## config.mk

```make
export PLATFORM = sky130hd
export DESIGN_NAME = com_fifo_ctrl
export DESIGN_NICKNAME = d
export VERILOG_FILES = /design/src/rtl/com_fifo_ctrl_pkg.sv /design/src/rtl/com_fifo_ctrl_byte_fifo.sv /design/src/rtl/com_fifo_ctrl.sv
export SDC_FILE = /design/constraint.sdc
export NUM_CORES = 1
export LEC_CHECK = 0
export ABC_CLOCK_PERIOD_IN_PS = 4800
export CAP_MARGIN = 20
export CORE_MARGIN = 8
export CORE_UTILIZATION = 45
export DETAILED_ROUTE_END_ITERATION = 12
export GPL_ROUTABILITY_DRIVEN = 1
export PLACE_DENSITY_LB_ADDON = 0.08
export SYNTH_ARGS = -nofsm -noshare
export SYNTH_HDL_FRONTEND = slang
export SYNTH_SLANG_ARGS = --single-unit
```

## constraint.sdc

```tcl
create_clock -name clk -period 4.8 [get_ports clk]
set_input_delay 1.2 -clock clk [delete_from_list [all_inputs] [get_ports clk]]
set_output_delay 1.2 -clock clk [all_outputs]
set_load 0.02 [all_outputs]
```

## src/rtl/com_fifo_ctrl_pkg.sv

```systemverilog
// Shared definitions for the buffered COM responder: register selects,
// STATUS bit positions and the transmit drain state encoding.
package com_fifo_ctrl_pkg;

   localparam logic REG_DATA   = 1'b0;
   localparam logic REG_STATUS = 1'b1;

   localparam int ST_TXRDY  = 0;
   localparam int ST_RXAVL  = 1;
   localparam int ST_OVR    = 2;
   localparam int ST_TXIDLE = 3;
   localparam int ST_INTEN  = 4;

   typedef enum logic [1:0] {
      TX_IDLE  = 2'd0,
      TX_START = 2'd1,
      TX_SEND  = 2'd2
   } tx_state_e;

   function automatic logic [31:0] pack_status(input logic txrdy, input logic rxavl,
                                               input logic ovr, input logic txidle,
                                               input logic inten);
      logic [31:0] w_word;
      w_word            = '0;
      w_word[ST_TXRDY]  = txrdy;
      w_word[ST_RXAVL]  = rxavl;
      w_word[ST_OVR]    = ovr;
      w_word[ST_TXIDLE] = txidle;
      w_word[ST_INTEN]  = inten;
      return w_word;
   endfunction

endpackage

```

## src/rtl/com_fifo_ctrl_byte_fifo.sv

```systemverilog
// Byte-wide first-word-fall-through FIFO. A push into a full FIFO is only
// taken when a pop frees a slot in the same cycle; a pop when empty is ignored.
module com_fifo_ctrl_byte_fifo #(
   parameter int DEPTH_LOG2 = 4
) (
   input  logic       clk,
   input  logic       rst,
   input  logic       push,
   input  logic       pop,
   input  logic [7:0] din,
   output logic [7:0] dout,
   output logic       empty,
   output logic       full
);

   localparam int DEPTH = 1 << DEPTH_LOG2;
   localparam logic [DEPTH_LOG2:0] FULL_CNT = {1'b1, {DEPTH_LOG2{1'b0}}};

   logic [7:0]            r_mem [DEPTH];
   logic [DEPTH_LOG2-1:0] r_wptr;
   logic [DEPTH_LOG2-1:0] r_rptr;
   logic [DEPTH_LOG2:0]   r_count;
   logic                  w_do_push;
   logic                  w_do_pop;

   assign empty     = (r_count == '0);
   assign full      = (r_count == FULL_CNT);
   assign w_do_pop  = pop & ~empty;
   assign w_do_push = push & (~full | w_do_pop);
   assign dout      = r_mem[r_rptr];

   always_ff @(posedge clk) begin
      if (rst) begin
         r_wptr  <= '0;
         r_rptr  <= '0;
         r_count <= '0;
      end else begin
         if (w_do_push) r_wptr <= r_wptr + 1'b1;
         if (w_do_pop)  r_rptr <= r_rptr + 1'b1;
         case ({w_do_push, w_do_pop})
            2'b10:   r_count <= r_count + 1'b1;
            2'b01:   r_count <= r_count - 1'b1;
            default: r_count <= r_count;
         endcase
      end
   end

   // Storage needs no reset; empty/full come from the counter alone.
   always_ff @(posedge clk) begin
      if (w_do_push) r_mem[r_wptr] <= din;
   end

endmodule

```

## src/rtl/com_fifo_ctrl.sv

```systemverilog
// Buffered memory-mapped COM responder: RX/TX byte FIFOs, STATUS/CTRL register
// and a drain FSM that hands queued bytes to the async transmitter.
//
//   state    | meaning
//   ---------+------------------------------------------------------------
//   TX_IDLE  | waiting for a queued byte and an idle transmitter
//   TX_START | start pulse issued, waiting for the transmitter to go busy
//   TX_SEND  | frame in flight, waiting for the transmitter to go idle
module com_fifo_ctrl
   import com_fifo_ctrl_pkg::*;
#(
   parameter int DEPTH_LOG2 = 4
) (
   input  logic        clk,
   input  logic        rst,
   input  logic        enable_i,
   input  logic        readEnable_i,
   input  logic        mode_i,
   input  logic [31:0] dataSave_i,
   output logic [31:0] dataLoad_o,
   output logic        busy_o,
   output logic        int_o,
   input  logic        rxdReady_i,
   input  logic [7:0]  rxdData_i,
   input  logic        txdBusy_i,
   output logic        txdStart_o,
   output logic [7:0]  txdData_o
);

   tx_state_e   r_state;
   tx_state_e   w_state_nxt;
   logic        r_txd_start;
   logic        w_txd_start_nxt;
   logic [7:0]  r_txd_data;
   logic [7:0]  w_txd_data_nxt;
   logic        r_overrun;
   logic        r_int_en;

   logic        w_rx_empty;
   logic        w_rx_full;
   logic [7:0]  w_rx_head;
   logic        w_tx_empty;
   logic        w_tx_full;
   logic [7:0]  w_tx_head;

   logic        w_data_rd;
   logic        w_data_wr;
   logic        w_ctrl_wr;
   logic        w_tx_pop;
   logic        w_rx_drop;
   logic        w_tx_idle;
   logic [31:0] w_status;
   logic        w_unused_wdata;

   assign w_data_rd = enable_i &  readEnable_i & (mode_i == REG_DATA);
   assign w_data_wr = enable_i & ~readEnable_i & (mode_i == REG_DATA);
   assign w_ctrl_wr = enable_i & ~readEnable_i & (mode_i == REG_STATUS);

   assign w_tx_pop  = (r_state == TX_IDLE) & ~w_tx_empty & ~txdBusy_i;
   // A drain pop in the same cycle frees the slot, so the write need not stall.
   assign busy_o    = w_data_wr & w_tx_full & ~w_tx_pop;
   assign w_rx_drop = rxdReady_i & w_rx_full & ~w_data_rd;
   assign w_tx_idle = w_tx_empty & (r_state == TX_IDLE) & ~txdBusy_i;

   assign w_status   = pack_status(~w_tx_full, ~w_rx_empty, r_overrun, w_tx_idle, r_int_en);
   assign dataLoad_o = (mode_i == REG_STATUS) ? w_status
                     : (w_rx_empty ? 32'd0 : {24'd0, w_rx_head});
   assign int_o      = r_int_en & ~w_rx_empty;
   assign txdStart_o = r_txd_start;
   assign txdData_o  = r_txd_data;

   assign w_unused_wdata = |dataSave_i[31:8];

   com_fifo_ctrl_byte_fifo #(.DEPTH_LOG2(DEPTH_LOG2)) u_rx_fifo (
      .clk   (clk),
      .rst   (rst),
      .push  (rxdReady_i),
      .pop   (w_data_rd),
      .din   (rxdData_i),
      .dout  (w_rx_head),
      .empty (w_rx_empty),
      .full  (w_rx_full)
   );

   com_fifo_ctrl_byte_fifo #(.DEPTH_LOG2(DEPTH_LOG2)) u_tx_fifo (
      .clk   (clk),
      .rst   (rst),
      .push  (w_data_wr),
      .pop   (w_tx_pop),
      .din   (dataSave_i[7:0]),
      .dout  (w_tx_head),
      .empty (w_tx_empty),
      .full  (w_tx_full)
   );

   always_ff @(posedge clk) begin
      if (rst) begin
         r_overrun <= 1'b0;
         r_int_en  <= 1'b1;
      end else begin
         if (w_ctrl_wr) r_int_en <= dataSave_i[ST_INTEN];
         // A new drop wins over a same-cycle clear so no loss goes unreported.
         if (w_rx_drop)
            r_overrun <= 1'b1;
         else if (w_ctrl_wr && dataSave_i[ST_OVR])
            r_overrun <= 1'b0;
      end
   end

   always_comb begin
      w_state_nxt     = r_state;
      w_txd_start_nxt = 1'b0;
      w_txd_data_nxt  = r_txd_data;
      case (r_state)
         TX_IDLE: begin
            if (w_tx_pop) begin
               w_state_nxt     = TX_START;
               w_txd_start_nxt = 1'b1;
               w_txd_data_nxt  = w_tx_head;
            end
         end
         TX_START: if (txdBusy_i)  w_state_nxt = TX_SEND;
         TX_SEND:  if (!txdBusy_i) w_state_nxt = TX_IDLE;
         default:  w_state_nxt = TX_IDLE;
      endcase
   end

   always_ff @(posedge clk) begin
      if (rst) begin
         r_state     <= TX_IDLE;
         r_txd_start <= 1'b0;
         r_txd_data  <= 8'd0;
      end else begin
         r_state     <= w_state_nxt;
         r_txd_start <= w_txd_start_nxt;
         r_txd_data  <= w_txd_data_nxt;
      end
   end

endmodule

```

==> Yosys cells after proc, flatten, opt, wreduce, memory -nomap -nowiden <==
Memories as Yosys holds them, arrays and structs flattened. A register that Yosys moved wholly into a read port is not among the register bits.
Cells that the tools add are included.
{ "word_totals": {"reg_bits": 31, "ramBits": 256, "in_bits": 47, "out_inout_bits": 43, "wordCells": 88, "mem_count": 2} }
{ "mem_list": {"columns": ["name", "depth", "width", "rd", "rd_clocked_by_memory_dff", "wr", "line_no", "source"], "rows": [
  ["u_rx_fifo.r_mem", 16, 8, 1, 1, 1, "com_fifo_ctrl_byte_fifo.sv:19", "logic [7:0] r_mem [DEPTH];"],
  ["u_tx_fifo.r_mem", 16, 8, 1, 1, 1, "com_fifo_ctrl_byte_fifo.sv:19", null]
]} }
{ "op_classes": {"addsub": 8, "n_eq_ne": 11, "n_mux": 17, "bitwise": 30, "reduce_logical": 10} }
{ "ops": {"columns": ["cell", "n"], "rows": [
  ["5-bit case mux with 2 select lines", 2],
  ["1-bit bitwise AND", 18],
  ["4-bit by 1-bit adder with 4-bit output, second input constant", 4],
  ["8-bit two-way mux", 2],
  ["5-bit by 1-bit adder with 5-bit output, second input constant", 2],
  ["5-bit == test, second input constant", 2],
  ["5-bit zero test", 2],
  ["1-bit NOT", 10],
  ["5-bit by 1-bit subtractor with 5-bit output, second input constant", 2],
  ["4-bit two-way mux", 2],
  ["1-bit two-way mux", 7],
  ["2-bit by 1-bit == test with 1-bit output, second input constant", 3],
  ["2-bit == test, second input constant", 3],
  ["2-bit two-way mux", 3],
  ["2-bit case mux with 3 select lines", 1],
  ["2-bit nonzero test", 3],
  ["2-bit inequality test, second input constant", 2],
  ["3-bit AND reduction", 1],
  ["2-bit zero test", 1],
  ["2-bit by 1-bit inequality test with 1-bit output, second input constant", 1],
  ["1-bit OR", 2],
  ["2-bit AND reduction", 1],
  ["2-bit OR reduction", 1],
  ["1-bit logical AND", 1]
]} }

==> Depth between registers and ports, before layout <==
{ "depth": {"ltp_word": 9, "depth_mapped": 11, "depth_no_buf": 10} }

==> By module <==
Synthesis repeated with hierarchy kept, for this count alone.
{ "hier_totals": {"hier_cells": 757, "area_unflattened_um2": 12600.8} }
{ "by_module_without_submodules": {"columns": ["module", "n_inst", "cells_per_inst", "area_each_um2", "seq_area_each_um2"], "rows": [
  ["com_fifo_ctrl_byte_fifo (u_tx_fifo)", 1, 333, 5868.1, 4184.0],
  ["com_fifo_ctrl_byte_fifo (u_rx_fifo)", 1, 326, 5858.1, 4184.0],
  ["com_fifo_ctrl", 1, 98, 874.6, 260.2]
]} }

==> Worst setup path after synthesis <==
Ideal clock, no wire load.
{ "synth_timing": {"kind": "in2reg", "startpoint": "input mode_i", "endpoint": "register u_tx_fifo.r_count[4]", "setup_time_ns": 0.123, "arrival_ns": 3.731, "required_time_ns": 4.677, "setup_slack_ns": 0.945, "stages": 11, "n_path_buf": 1, "path_cell_list": "clkbuf_1 or3b_1 a31oi_4 inv_2 ha_1 xor2_1 ha_1 a211o_1 a211o_1 a31oi_1 mux2_1"} }
{ "synth_between": {"elab_chain_cells": 5, "elab_cells_between_ends": 7, "cone_classes": "eq/ne: 2; mux: 1; bitwise: 3; reduce/logical: 1"} }
{ "synth_lines": {"columns": ["item", "line_no", "source"], "rows": [
  ["start: declaration", "com_fifo_ctrl.sv:18", "input logic mode_i,"],
  ["1-bit NOT *", "com_fifo_ctrl.sv:56", "assign w_data_wr = enable_i & ~readEnable_i & (mode_i == REG_DATA);"],
  ["1-bit bitwise AND *", "com_fifo_ctrl.sv:56", null],
  ["1-bit bitwise AND *", "com_fifo_ctrl_byte_fifo.sv:29", "assign w_do_push = push & (~full | w_do_pop);"],
  ["2-bit by 1-bit == test with 1-bit output or 2-bit == test (tied branches)", "com_fifo_ctrl_byte_fifo.sv:40", "case ({w_do_push, w_do_pop})"],
  ["5-bit case mux with 2 select lines or 2-bit nonzero test (tied branches)", null, null],
  ["end signal: assignment", "com_fifo_ctrl_byte_fifo.sv:41", "2'b10: r_count <= r_count + 1'b1;"],
  ["end signal: assignment", "com_fifo_ctrl_byte_fifo.sv:42", "2'b01: r_count <= r_count - 1'b1;"],
  ["end signal: assignment", "com_fifo_ctrl_byte_fifo.sv:43", "default: r_count <= r_count;"],
  ["end: declaration", "com_fifo_ctrl_byte_fifo.sv:22", "logic [DEPTH_LOG2:0] r_count;"]
]} }
Mark *: on every way between the ends. The rest lies on a longest branch, timed or not.
A chain may end at the register's enable or synchronous reset.

==> Worst setup path after layout <==
{ "layout_timing": {"startpoint": "input mode_i", "endpoint": "output busy_o"} }
{ "layout_between": {"elab_chain_cells": 4} }
{ "layout_lines": {"columns": ["item", "line_no", "source"], "rows": [
  ["1-bit NOT", "com_fifo_ctrl.sv:56", null],
  ["1-bit bitwise AND", "com_fifo_ctrl.sv:56", null],
  ["1-bit bitwise AND (2 in series)", "com_fifo_ctrl.sv:61", "assign busy_o = w_data_wr & w_tx_full & ~w_tx_pop;"],
  ["end: declaration", "com_fifo_ctrl.sv:21", "output logic busy_o,"]
]} }
Every way passes these cells.

==> flow_summary.toml <==
[global_route]
grt_max_degree = 67
gr-total-overflow = 0
grt_pass1_vias = 6615
antenna_found_initial = 0
grt_use_total = 0.155
grt_pass1_wl_mm = 39.3

[pwr]
swShare = 0.236
pwr-share-seq = 0.475
vdd_drop_max_mv = 0.259
power.total_w = 0.00627
power_frac_comb = 0.119
cellPowerDensity_nw_per_um2 = 439
cell_internal_pwr_w = 0.00478
p_sw_w = 0.00148
leakage_nw = 4.62
p_clk_frac = 0.406

[cts]
holdBufCountCts = 0
cts_made_buffers = 31
cts_resized = 0
h-tree-depth = 1
insertion_delay_ns = 0.55
post_cts_buffers = 0
cts.clk_slew.worst_paths_ns = 0.06
clock-sinks = 299
cts_tree = "yes"
clockBufferDepth = 3
cts_root_buffer = "clkbuf_16"

[timing]
fmax_mhz = 222
worst_pin_slew_ns = 0.975
fin_crit_sh = 0.937
rsz0062_at_grt = "no"
tns_ns = 0
clock_skew_ns = 0.0120
slew_viol_final = 0
hold_viol = 0
relSlewSlack = 0.350
post-route-min-period_ns = 4.50
setup_viol = 0

[logic_synthesis]
async_flop_share = 0
yosys.cell_types.count = 60
syn_area_per_cell_um2 = 15.9
postSynthCellCount = 776
ys_seq_area_frac = 0.692
yosysWarnings = 0
synth-seq-cells = 299
synth-main-ff-cell = "edfxtp_1"
syn_area_um2 = 12400
synth_edf_count = 256

[floorplan]
core-area_um2 = 27000
die_h_um = 182
start_util = 0.458
ios = 90
num_rows = 60
die_area_um2 = 33000
fp.dieW_um = 182

[flow_run]
max-cap-violations = 0

[setup_path]
required_ns = 3.60
crit_path_start = "mode_i"
slowest_delay_ns = 0.67
crit_path_frequent_cell = "clkdlybuf4s50_1"
cp_cell_sequence = "clkdlybuf4s50_1 > buf_4 > or3b_1 > nor3_1 > clkdlybuf4s50_1"
cp_max_fo = 7
crit_arrival_ns = 3.30
critical_path_class = "input port to output pin"
regToRegStartpoint = "u_rx_fifo.r_count[0]"
crit_buf_inv = 3
slowest_stage = "clkdlybuf4s50_1"
crit_path_end_kind = "output pin"
worst_setup_path_start_kind = "input port"
cp_top_family = "buffers and inverters"

[layout]
drive_gt1_frac = 0.135
nFillCells = 2152
area_delta_synth_final_pct = 15.5
antenna_cells = 0
fin_nets = 906

[drt]
postRouteAntennaNets = 0
drt_first_pass_iters = 5
drc = 0
drt-initial-drc-count = 436
vias = 6607
wl_per_cell_um = 21.5
vias_per_cell = 5.48
routed_wl_mm = 25.9

[placement]
hpwl_mm = 17.3
port_buffers = 41
gp_congestion = 0.841

[worst_hold_path]
hp-start = "u_rx_fifo.r_rptr[3]"
hold_path_class = "register to register"

[status]
outcome = "finished clean"
==> worst paths after layout <==
kind,endpoint,slack (ns),cells after the start
worst min register to register,u_rx_fifo.r_rptr[3],0.49,2
worst max-delay path,busy_o,0.30,5
worst min-delay path,u_rx_fifo.r_rptr[3],0.49,2
worst max register to register,u_rx_fifo.r_count[4],1.62,8
==> power by group through the flow <==
stage	combinational [W]	sequential, W	clock (W)
6_report	0.000748	0.00298	0.00254
5_1_grt	0.000816	0.00299	0.00269
4_1_cts	0.000757	0.00298	0.00260
3_5_place_dp	0.000753	0.00303	0
3_3_place_gp	0.000736	0.00303	0
2_1_floorplan	0.000472	0.00304	0
==> per-stage QoR <==
step           std cells  hold slack (ns)  setup WS (ns)  area (µm²)  utilization
2_1_floorplan        799            0.453          0.945       12400            -
3_3_place_gp        1147            0.473          0.329       13100        0.487
3_5_place_dp        1147            0.483          0.285       13100        0.487
4_1_cts             1204            0.491          0.301       14200        0.528
5_1_grt             1205            0.524          0.219       14300        0.529
6_report            1205            0.485          0.302       14300        0.529
==> registers in the layout (all words and copies together) (netlist names), named ones only <==
signal             cells
u_rx_fifo.r_mem      128
u_tx_fifo.r_mem      128
txdData_o              8
u_rx_fifo.r_count      5
u_tx_fifo.r_count      5
u_rx_fifo.r_rptr       4
u_rx_fifo.r_wptr       4
u_tx_fifo.r_rptr       4
u_tx_fifo.r_wptr       4
r_state                2
r_int_en               1
r_overrun              1
txdStart_o             1
==> layout by cell type, fill, tap and decap left out, types with 3 or more instances in the layout <==
| cell | netlist | layout |
|---|---|---|
| edfxtp_1 | 256 | 256 |
| mux2i_1 | 77 | 77 |
| nor2_1 | 63 | 63 |
| dfxtp_1 | 43 | 42 |
| clkdlybuf4s50_1 | 0 | 40 |
| o22ai_1 | 36 | 36 |
| clkbuf_16 | 0 | 31 |
| buf_4 | 28 | 31 |
| conb_1 | 1 | 24 |
| mux4_2 | 23 | 23 |
| nand2_1 | 20 | 20 |
| ha_1 | 18 | 18 |
| inv_1 | 17 | 17 |
| nor3_1 | 15 | 15 |
| nor4_1 | 12 | 12 |
| a21oi_1 | 11 | 11 |
| mux4_1 | 9 | 9 |
| a211oi_1 | 9 | 9 |
| xnor2_1 | 9 | 9 |
| nand2b_1 | 8 | 8 |
| nand3_1 | 8 | 8 |
| nand3b_1 | 7 | 7 |
| xor2_1 | 7 | 7 |
| bufinv_16 | 0 | 7 |
| clkinv_2 | 0 | 7 |
| a21o_1 | 5 | 5 |
| or3b_1 | 5 | 5 |
| clkinv_1 | 0 | 5 |
| or3_1 | 4 | 4 |
| o21ai_1 | 4 | 4 |
| a31oi_1 | 4 | 4 |
| nor2b_1 | 3 | 3 |
==> Yosys cell counts (all sizes together) (3+ instances only) <==
master / instances / area, µm²
or3: 4 / 25.0
a21o: 5 / 37.5
nand3: 8 / 40.0
edfxtp: 256 / 7690
o21ai: 6 / 30.0
a211oi: 10 / 80.1
dfxtp: 43 / 861
xnor2: 9 / 78.8
mux4: 32 / 754
nand2: 20 / 75.1
or3b: 5 / 43.8
nand2b: 8 / 50.1
a31oi: 5 / 46.3
xor2: 7 / 61.3
nand3b: 7 / 52.6
nor2b: 3 / 18.8
a21oi: 12 / 71.3
buf: 47 / 307
ha: 18 / 225
nor4: 14 / 109
nor3: 15 / 75.1
o22ai: 36 / 225
clkbuf: 18 / 67.6
mux2i: 77 / 771
nor2: 63 / 236
inv: 19 / 71.3
==> worst register-to-register path, cell delays in order (launching register included) <==
cell and delay, ns:
dfxtp_1 0.36, nor4_2 0.67, a211oi_2 0.25, ha_1 0.35, fa_1 0.49, a21o_1 0.18
a21oi_1 0.20, mux2i_1 0.24, mux2_2 0.35
==> kinds of logic after synthesis <==
group	synth area share
compound gates	0.0516
xor+xnor	0.0113
fa+ha+maj	0.0199
buf+inv	0.0361
flops	0.692
mux	0.125
other cells	0.000304
simple gates	0.0636
==> final cells by class <==
| class | instances | area, µm² | share of cell area |
|---|---|---|---|
| flip-flops and latches | 299 | 8550 | 0.599 |
| well taps | 341 | 427 | 0.0299 |
| repair buffers | 73 | 666 | 0.0466 |
| inverters | 19 | 71.3 | 0.00500 |
| multi-input cells | 416 | 3450 | 0.241 |
| clock buffers | 33 | 803 | 0.0563 |
| clock inverters | 24 | 305 | 0.0214 |
==> per-layer routing <==
| layer | GRT usage | share of wire |
|---|---|---|
| met5 | 0 | 0 |
| met1 | 0.215 | 0.46 |
| met2 | 0.252 | 0.47 |
| met4 | 0.0410 | 0.022 |
| met3 | 0.0250 | 0.051 |
Power figures use the tool's default switching activity.
